## src/rtl/serial_pkg.sv

```systemverilog
// Shared definitions for the serial link: FSM states, gap length, frame-length helper.
package serial_pkg;

    typedef enum logic [1:0] {
        IDLE  = 2'd0,
        SHIFT = 2'd1,
        GAP   = 2'd2
    } state_e;

    localparam int GAP_CYCLES = 1;

    function automatic int frame_len(input int width, input bit parity_en);
        return parity_en ? width + 1 : width;
    endfunction

endpackage

```

## src/rtl/output_serializer_if.sv

```systemverilog
// Word handshake plus serial link outputs; slave = serializer, master = source/observer.
interface output_serializer_if #(
    parameter int DATA_WIDTH = 25
);
    logic [DATA_WIDTH-1:0] data;
    logic                  data_valid;
    logic                  data_accept;
    logic                  serial_out;
    logic                  serial_ready;
    logic                  busy;

    modport slave (
        input  data, data_valid,
        output data_accept, serial_out, serial_ready, busy
    );

    modport master (
        output data, data_valid,
        input  data_accept, serial_out, serial_ready, busy
    );
endinterface

```

## src/rtl/output_serializer.sv

```systemverilog
// Parallel-to-serial transmitter, LSB first, one word in flight plus one buffered.
// Define OUTPUT_SERIALIZER_PARITY_EN to append an even-parity bit after the MSB.
module output_serializer
    import serial_pkg::*;
#(
    parameter int DATA_WIDTH = 25
) (
    input  logic                 fast_clk,
    input  logic                 reset,
    output_serializer_if.slave   link
);

`ifdef OUTPUT_SERIALIZER_PARITY_EN
    localparam bit PARITY_EN = 1'b1;
`else
    localparam bit PARITY_EN = 1'b0;
`endif

    localparam int FRAME_LEN = frame_len(DATA_WIDTH, PARITY_EN);
    localparam int CNT_W     = $clog2(FRAME_LEN);
    localparam logic [CNT_W-1:0] LAST_BIT = CNT_W'(FRAME_LEN - 1);
    localparam logic [CNT_W-1:0] GAP_LAST = CNT_W'(GAP_CYCLES - 1);

    state_e                 state_q, state_d;
    logic [CNT_W-1:0]       cnt_q, cnt_d;
    logic [FRAME_LEN-1:0]   shifter_q, shifter_d;
    logic [DATA_WIDTH-1:0]  buf_q, buf_d;
    logic                   full_q, full_d;
    logic                   accept_fire;

    function automatic logic [FRAME_LEN-1:0] frame_word(input logic [DATA_WIDTH-1:0] w);
`ifdef OUTPUT_SERIALIZER_PARITY_EN
        return {^w, w};
`else
        return w;
`endif
    endfunction

    assign accept_fire = link.data_valid && !full_q;

    // NOTE: every always_comb output gets a default first so no path can infer a latch.
    always_comb begin
        state_d   = state_q;
        cnt_d     = cnt_q;
        shifter_d = shifter_q;
        buf_d     = buf_q;
        full_d    = full_q;
        unique case (state_q)
            IDLE: begin
                if (accept_fire) begin
                    shifter_d = frame_word(link.data);
                    cnt_d     = '0;
                    state_d   = SHIFT;
                end
            end
            SHIFT: begin
                shifter_d = shifter_q >> 1;
                cnt_d     = cnt_q + 1'b1;
                if (cnt_q == LAST_BIT) begin
                    cnt_d   = '0;
                    state_d = GAP;
                end
                if (accept_fire) begin
                    buf_d  = link.data;
                    full_d = 1'b1;
                end
            end
            GAP: begin
                if (cnt_q != GAP_LAST) begin
                    cnt_d = cnt_q + 1'b1;
                    if (accept_fire) begin
                        buf_d  = link.data;
                        full_d = 1'b1;
                    end
                end else if (full_q) begin
                    // A buffered word always wins over a newly offered one.
                    shifter_d = frame_word(buf_q);
                    full_d    = 1'b0;
                    cnt_d     = '0;
                    state_d   = SHIFT;
                end else if (accept_fire) begin
                    shifter_d = frame_word(link.data);
                    cnt_d     = '0;
                    state_d   = SHIFT;
                end else begin
                    state_d = IDLE;
                end
            end
            default: state_d = IDLE;
        endcase
    end

    // NOTE: sequential state uses non-blocking assignments only.
    always_ff @(posedge fast_clk) begin
        if (!reset) begin
            state_q <= IDLE;
            cnt_q   <= '0;
            full_q  <= 1'b0;
        end else begin
            state_q <= state_d;
            cnt_q   <= cnt_d;
            full_q  <= full_d;
        end
    end

    // NOTE: datapath registers carry no reset; their contents are qualified by state_q/full_q.
    always_ff @(posedge fast_clk) begin
        shifter_q <= shifter_d;
        buf_q     <= buf_d;
    end

    assign link.data_accept  = !full_q;
    assign link.serial_ready = (state_q == SHIFT);
    assign link.serial_out   = (state_q == SHIFT) ? shifter_q[0] : 1'b0;
    assign link.busy         = (state_q != IDLE) || full_q;

endmodule

```

## src/flat_wrapper.sv

```systemverilog
// flat-port wrapper written by rule: the top's interface ports become plain ports
module output_serializer_flat import serial_pkg::*;
#(
    parameter int DATA_WIDTH = 25
)
  (fast_clk, reset, link_data, link_data_valid, link_data_accept, link_serial_out, link_serial_ready, link_busy);
  output_serializer_if #(.DATA_WIDTH(DATA_WIDTH)) link_i ();
  input  logic fast_clk;
  input  logic reset;
  input wire logic [$bits(link_i.data)-1:0] link_data;
  input wire logic [$bits(link_i.data_valid)-1:0] link_data_valid;
  output wire logic [$bits(link_i.data_accept)-1:0] link_data_accept;
  output wire logic [$bits(link_i.serial_out)-1:0] link_serial_out;
  output wire logic [$bits(link_i.serial_ready)-1:0] link_serial_ready;
  output wire logic [$bits(link_i.busy)-1:0] link_busy;
  assign link_i.data = link_data;
  assign link_i.data_valid = link_data_valid;
  assign link_data_accept = link_i.data_accept;
  assign link_serial_out = link_i.serial_out;
  assign link_serial_ready = link_i.serial_ready;
  assign link_busy = link_i.busy;
  output_serializer #(.DATA_WIDTH(DATA_WIDTH)) u_core (.fast_clk(fast_clk), .reset(reset), .link(link_i));
endmodule
```

## config.mk

```make
export PLATFORM = sky130hd
export DESIGN_NAME = output_serializer_flat
export DESIGN_NICKNAME = d
export VERILOG_FILES = /design/src/rtl/serial_pkg.sv /design/src/rtl/output_serializer_if.sv /design/src/rtl/output_serializer.sv /design/src/flat_wrapper.sv
export SDC_FILE = /design/constraint.sdc
export NUM_CORES = 1
export LEC_CHECK = 0
export ABC_AREA = 1
export CELL_PAD_IN_SITES_DETAIL_PLACEMENT = 0
export CELL_PAD_IN_SITES_GLOBAL_PLACEMENT = 1
export CORE_MARGIN = 2
export CORE_UTILIZATION = 51
export DETAILED_ROUTE_END_ITERATION = 8
export DONT_BUFFER_PORTS = 1
export HOLD_SLACK_MARGIN = 0.02
export PLACE_DENSITY_LB_ADDON = 0.1
export SYNTH_ARGS = -nofsm -noshare
export SYNTH_HDL_FRONTEND = slang
export SYNTH_SLANG_ARGS = --single-unit
```

## constraint.sdc

```tcl
create_clock -name fast_clk -period 5.1 [get_ports fast_clk]
set_input_delay 1.53 -clock fast_clk [delete_from_list [all_inputs] [get_ports fast_clk]]
set_output_delay 1.53 -clock fast_clk [all_outputs]
set_load 0.02 [all_outputs]
```

==> Word-level counts from Yosys, hierarchy flattened <==
Index checks and enable logic that the tools add are counted.
{ "classes": {"mux": 22, "addsub": 1, "reduce_logical": 11, "eq_ne": 7} }
{ "op_table": {"columns": ["operator", "n"], "rows": [
  ["$mux W25", 5],
  ["$pmux W25 S3", 1],
  ["$pmux W25 S2", 1],
  ["$mux W5", 4],
  ["$pmux W5 S3", 1],
  ["$mux W2", 4],
  ["$ne A2 B1 Y1 const B", 3],
  ["$pmux W2 S3", 1],
  ["$add A5 B1 Y5 const B", 1],
  ["$eq A5 B5 Y1 const B", 1],
  ["$reduce_bool A5 Y1", 1],
  ["$mux W1", 4],
  ["$reduce_and A2 Y1", 2],
  ["$reduce_bool A2 Y1", 2],
  ["$reduce_and A3 Y1", 1],
  ["$reduce_bool A3 Y1", 1],
  ["$eq A2 B1 Y1 const B", 1],
  ["$eq A2 B2 Y1 const B", 1],
  ["$logic_not A2 Y1", 1],
  ["$ne A2 B2 Y1 const B", 1],
  ["$pmux W1 S2", 1],
  ["$logic_and A1 B1 Y1", 1],
  ["$logic_not A1 Y1", 1],
  ["$logic_or A1 B1 Y1", 1]
]} }
{ "totals": {"elab_cells": 46, "ff_bits": 58, "in_bits": 28} }

==> Depth between registers and ports, before layout <==
{ "logic_depth": {"ltp_word": 6, "depth_mapped": 12} }

==> Worst setup path after synthesis <==
OpenSTA, ideal clock, no wires.
{ "synth_path": {"path_kind": "input to register", "from": "input port link_data_valid", "to": "register u_core.buf_q[0], enable pin", "path_slack_ps": 2307, "setup_time_ps": 380, "n_path_buf": 1, "arrival_ps": 2413, "path_stages": 5, "cell_sequence": "nand2_8 -> inv_4 -> buf_6 -> o211ai_1 -> inv_1"} }
{ "synth_lines": {"columns": ["item", "line_no", "rtl"], "rows": [
  ["start, declared", "flat_wrapper.sv:11", "input wire logic [$bits(link_i.data_valid)-1:0] link_data_valid;"],
  ["end signal, assigned", "output_serializer.sv:109", "buf_q <= buf_d;"],
  ["end, declared", "output_serializer.sv:27", "logic [DATA_WIDTH-1:0] buf_q, buf_d;"]
]} }

==> Worst setup path after layout <==
{ "layout_path": {"from": "register u_core.state_q[1]", "to": "output port link_serial_out"} }
{ "layout_via": {"elab_chain_len": 2} }
{ "layout_lines": {"columns": ["item", "line_no", "rtl"], "rows": [
  ["start, declared", "output_serializer.sv:24", "state_e state_q, state_d;"],
  ["start signal, assigned", "output_serializer.sv:100", "state_q <= state_d;"],
  ["$eq A2 B1 Y1", null, null],
  ["named net link_serial_ready", "flat_wrapper.sv:14", "output wire logic [$bits(link_i.serial_ready)-1:0] link_serial_ready;"],
  ["$mux W1", "output_serializer.sv:114", "assign link.serial_out = (state_q == SHIFT) ? shifter_q[0] : 1'b0;"],
  ["end, declared", "flat_wrapper.sv:13", "output wire logic [$bits(link_i.serial_out)-1:0] link_serial_out;"]
]} }
The timed path passes the listed nets, and every way through them passes these cells.

==> impl_metrics.ini <==
[final_layout]
drive_gt1_frac = 0.1731
nNetsFinal = 289
antennaDiodeCount = 0
finalNonFillerCells = 332
postLayoutCoreUtil = 0.5587
area_growth_pct = 5.582
nFillCells = 454

[synthesis]
synthTopCellsByArea = edfxtp_1 52%, o31ai_2 7.7%, a32oi_1 7.2%
synthMuxAreaShare = 0.003435
synth-xor-area-share = 0.003006
synth_fa_ha_area_frac = 0.02576
ys_ff_latch = 58
synth_warnings = 0
syn_inst = 256
post-synth-top-area-cell = edfxtp_1
synthSimpleGateAreaFrac = 0.1348
synth_top_family_by_area = compound AO/OA/AOI/OAI gates
yosysSeqAreaShare = 0.5702
ys_types = 29
syn_area_um2 = 2914
yosys.area.top_type_share = 0.5152
synth-compound-area-share = 0.1988
avgSynthCellArea_um2 = 11.38
syn_nets = 290

[power_and_ir_drop]
sw_frac_of_total = 0.3663
pwr-share-seq = 0.463
p_int_mw = 1.125
p_comb_frac = 0.334
leakagePower_nw = 1.120
powerDensity_nw_per_um2 = 576.9
ir_drop_mv = 0.3071
clockPowerShare = 0.203
switching_power_uw = 650.2

[global_routing]
grt_pass1_vias = 1951
grt-ovfl-total = 0
grtUsageTotal = 0.2079
grt_max_degree = 32
grt_pass1_wl_um = 9798
antenna_found_initial = 0

[setup_path]
worst-setup-path-type = flop to output port
critPathRequiredTime_ns = 3.57
r2r_slack_ns = 2.73
path_cells = inv_1 -> ha_1 -> nand2_1 -> inv_1
critical_path_arrival_ns = 1.47
slowest_stage = ha_1
rr_endpoint = u_core.shifter_q[20]
start_kind = flop
worstSetupEndpointType = output port
critPathMaxFanout = 6
slowest_delay_ns = 0.41
reg2reg_from = u_core.state_q[1]
crit_path_frequent_cell = inv_1
rr_worst_depth = 5

[floorplanning]
io_pins = 32
fp-row-count = 27
die_h_um = 79.59
die_w_um = 79.59
initial_utilization = 0.5292
die_area_um2 = 6335
fp.coreArea_um2 = 5507

[timing]
fin_setup_tns_ns = 0
fin_crit_sh = 0.5881
finalSetupViolations = 0
skew_ns = 0.006625
tightest_slew_ns = 1.038
final_max_slew_viol_count = 0
finalWorstPathRequiredPeriod_ns = 3.000
slew_headroom = 0.3073
rsz0062_at_grt = no
timing.fmax_ghz = 0.3334
worst_slack_ns = 2.100
hold_viol = 0

[cts]
ctsHtreeMaxLevel = 3
insertion_delay_ns = 0.33
post_cts_buffers = 0
cts_sinks = 58
cts_tree = built
clk_pin_slew_ns = 0.06
cts_buffers = 9
post_cts_resized = 0
cts_hold_buf = 0
clock_path_buffers = 2
clockRootBuffer = clkbuf_8

[run]
drv_cap = 0

[placed_design]
pre_cts_ws_ns = 1.809
portBuffers = 0
place_hpwl_um = 3747
dp.cells = 316
place_congestion = 0.7806

[run_status]
status = finished clean

[route]
vias = 1959
viasPerCell = 5.901
drt_pre_antenna_iters = 5
drc = 0
ant_nets = 0
drt-initial-drc-count = 174
routed_wl_um = 6111
wl_per_cell_um = 18.41

[worst_hold_path]
hold_class = flop to flop
min_from = u_core.state_q[1]
whs_endpoint = u_core.state_q[1]
min_path_cells = 2
==> cell usage after synthesis <==
cell,n
a21oi_1,10
a31oi_1,1
a32oi_1,24
buf_2,6
buf_4,2
buf_6,6
dfxtp_1,8
edfxtp_1,50
ha_1,6
inv_1,13
inv_2,5
inv_4,1
mux2i_1,1
nand2_1,27
nand2_2,1
nand2_4,1
nand2_8,1
nand3_1,5
nand4_1,5
nor2_1,51
nor2_2,1
o211ai_1,1
o21ai_0,3
o21ai_1,1
o21ai_4,1
o22ai_1,1
o31ai_1,5
o31ai_2,18
xor2_1,1
==> flip-flops by register name, summed over array words and instances, names as in the netlist <==
register	count
u_core.buf_q	25
u_core.shifter_q	25
u_core.cnt_q	5
u_core.state_q	2
u_core.full_q	1
==> metal layers <==
| layer | track usage | part of all wire |
|---|---|---|
| met5 | 0 | 0 |
| met4 | 0.07241 | 0.0067 |
| met3 | 0.08032 | 0.059 |
| met2 | 0.3176 | 0.48 |
| met1 | 0.2706 | 0.45 |
==> logic make-up (layout without fill, tap and decap cells) <==
| family | count (synthesis) | in the layout |
|---|---|---|
| simple gates | 92 | 92 |
| xor+xnor | 1 | 1 |
| flops | 58 | 58 |
| fa+ha+maj | 6 | 6 |
| buf+inv | 33 | 37 |
| mux | 1 | 1 |
| compound gates | 65 | 65 |
==> layout by cell type (no fill, tap or decap), types with 2 or more instances in the layout <==
cell and n:
a21oi_1 9, a32oi_1 24, buf_4 2, clkbuf_1 3, clkbuf_8 10, clkinv_2 2, dfxtp_1 8, edfxtp_1 50
ha_1 6, inv_1 13, inv_2 5, nand2_1 27, nand3_1 5, nand4_1 5, nor2_1 51, o21ai_0 3
o31ai_1 5, o31ai_2 18
==> worst max-delay path by stage <==
stage                             endpoint  cells after the start  slack, ns              start
after floorplan            u_core.buf_q[0]                      5       2.31    link_data_valid
after global placement    u_core.buf_q[11]                      4       1.81    link_data_valid
after detailed placement  u_core.buf_q[16]                      4       1.81    link_data_valid
after CTS                  link_serial_out                      4       2.08  u_core.state_q[1]
after global routing       link_serial_out                      4       1.96  u_core.state_q[1]
final                      link_serial_out                      4       2.10  u_core.state_q[1]
==> area by class of cell <==
| cell class | instances | area, um^2 | share of cell area |
|---|---|---|---|
| Clock buffer | 13 | 148.9 | 0.04839 |
| Clock inverter | 3 | 17.52 | 0.005693 |
| Inverter | 19 | 73.82 | 0.02399 |
| Multi-Input combinational cell | 165 | 1070 | 0.3477 |
| Sequential cell | 58 | 1662 | 0.5401 |
| Tap cell | 72 | 90.09 | 0.02928 |
| Timing Repair Buffer | 2 | 15.01 | 0.004880 |
==> worst max-delay path: cells and delay by family, from the launching register on <==
family,cells,cell delay (ns)
AND/OR/NAND/NOR,1,0.13
flip-flops,1,0.34
buffers and inverters,2,0.26
adder cells (fa/ha/maj),1,0.41
==> metrics by stage <==
step,hold slack [ns],area [um^2],power (mW)
after floorplan,0.4719,2914,1.325
after global placement,0.4907,2910,1.421
after detailed placement,0.4948,2910,1.426
after CTS,0.5055,3077,1.793
after global routing,0.5445,3077,1.885
final,0.5039,3077,1.775
==> power by group through the flow <==
stage                     Sequential (mW)  Combinational [mW]  Clock [mW]
after floorplan                     0.796               0.529           0
after global placement              0.826               0.594           0
after detailed placement            0.828               0.598           0
after CTS                           0.819               0.601       0.372
after global routing                0.838               0.656       0.391
final                               0.821               0.593       0.361
Power figures use the tool's default switching activity.
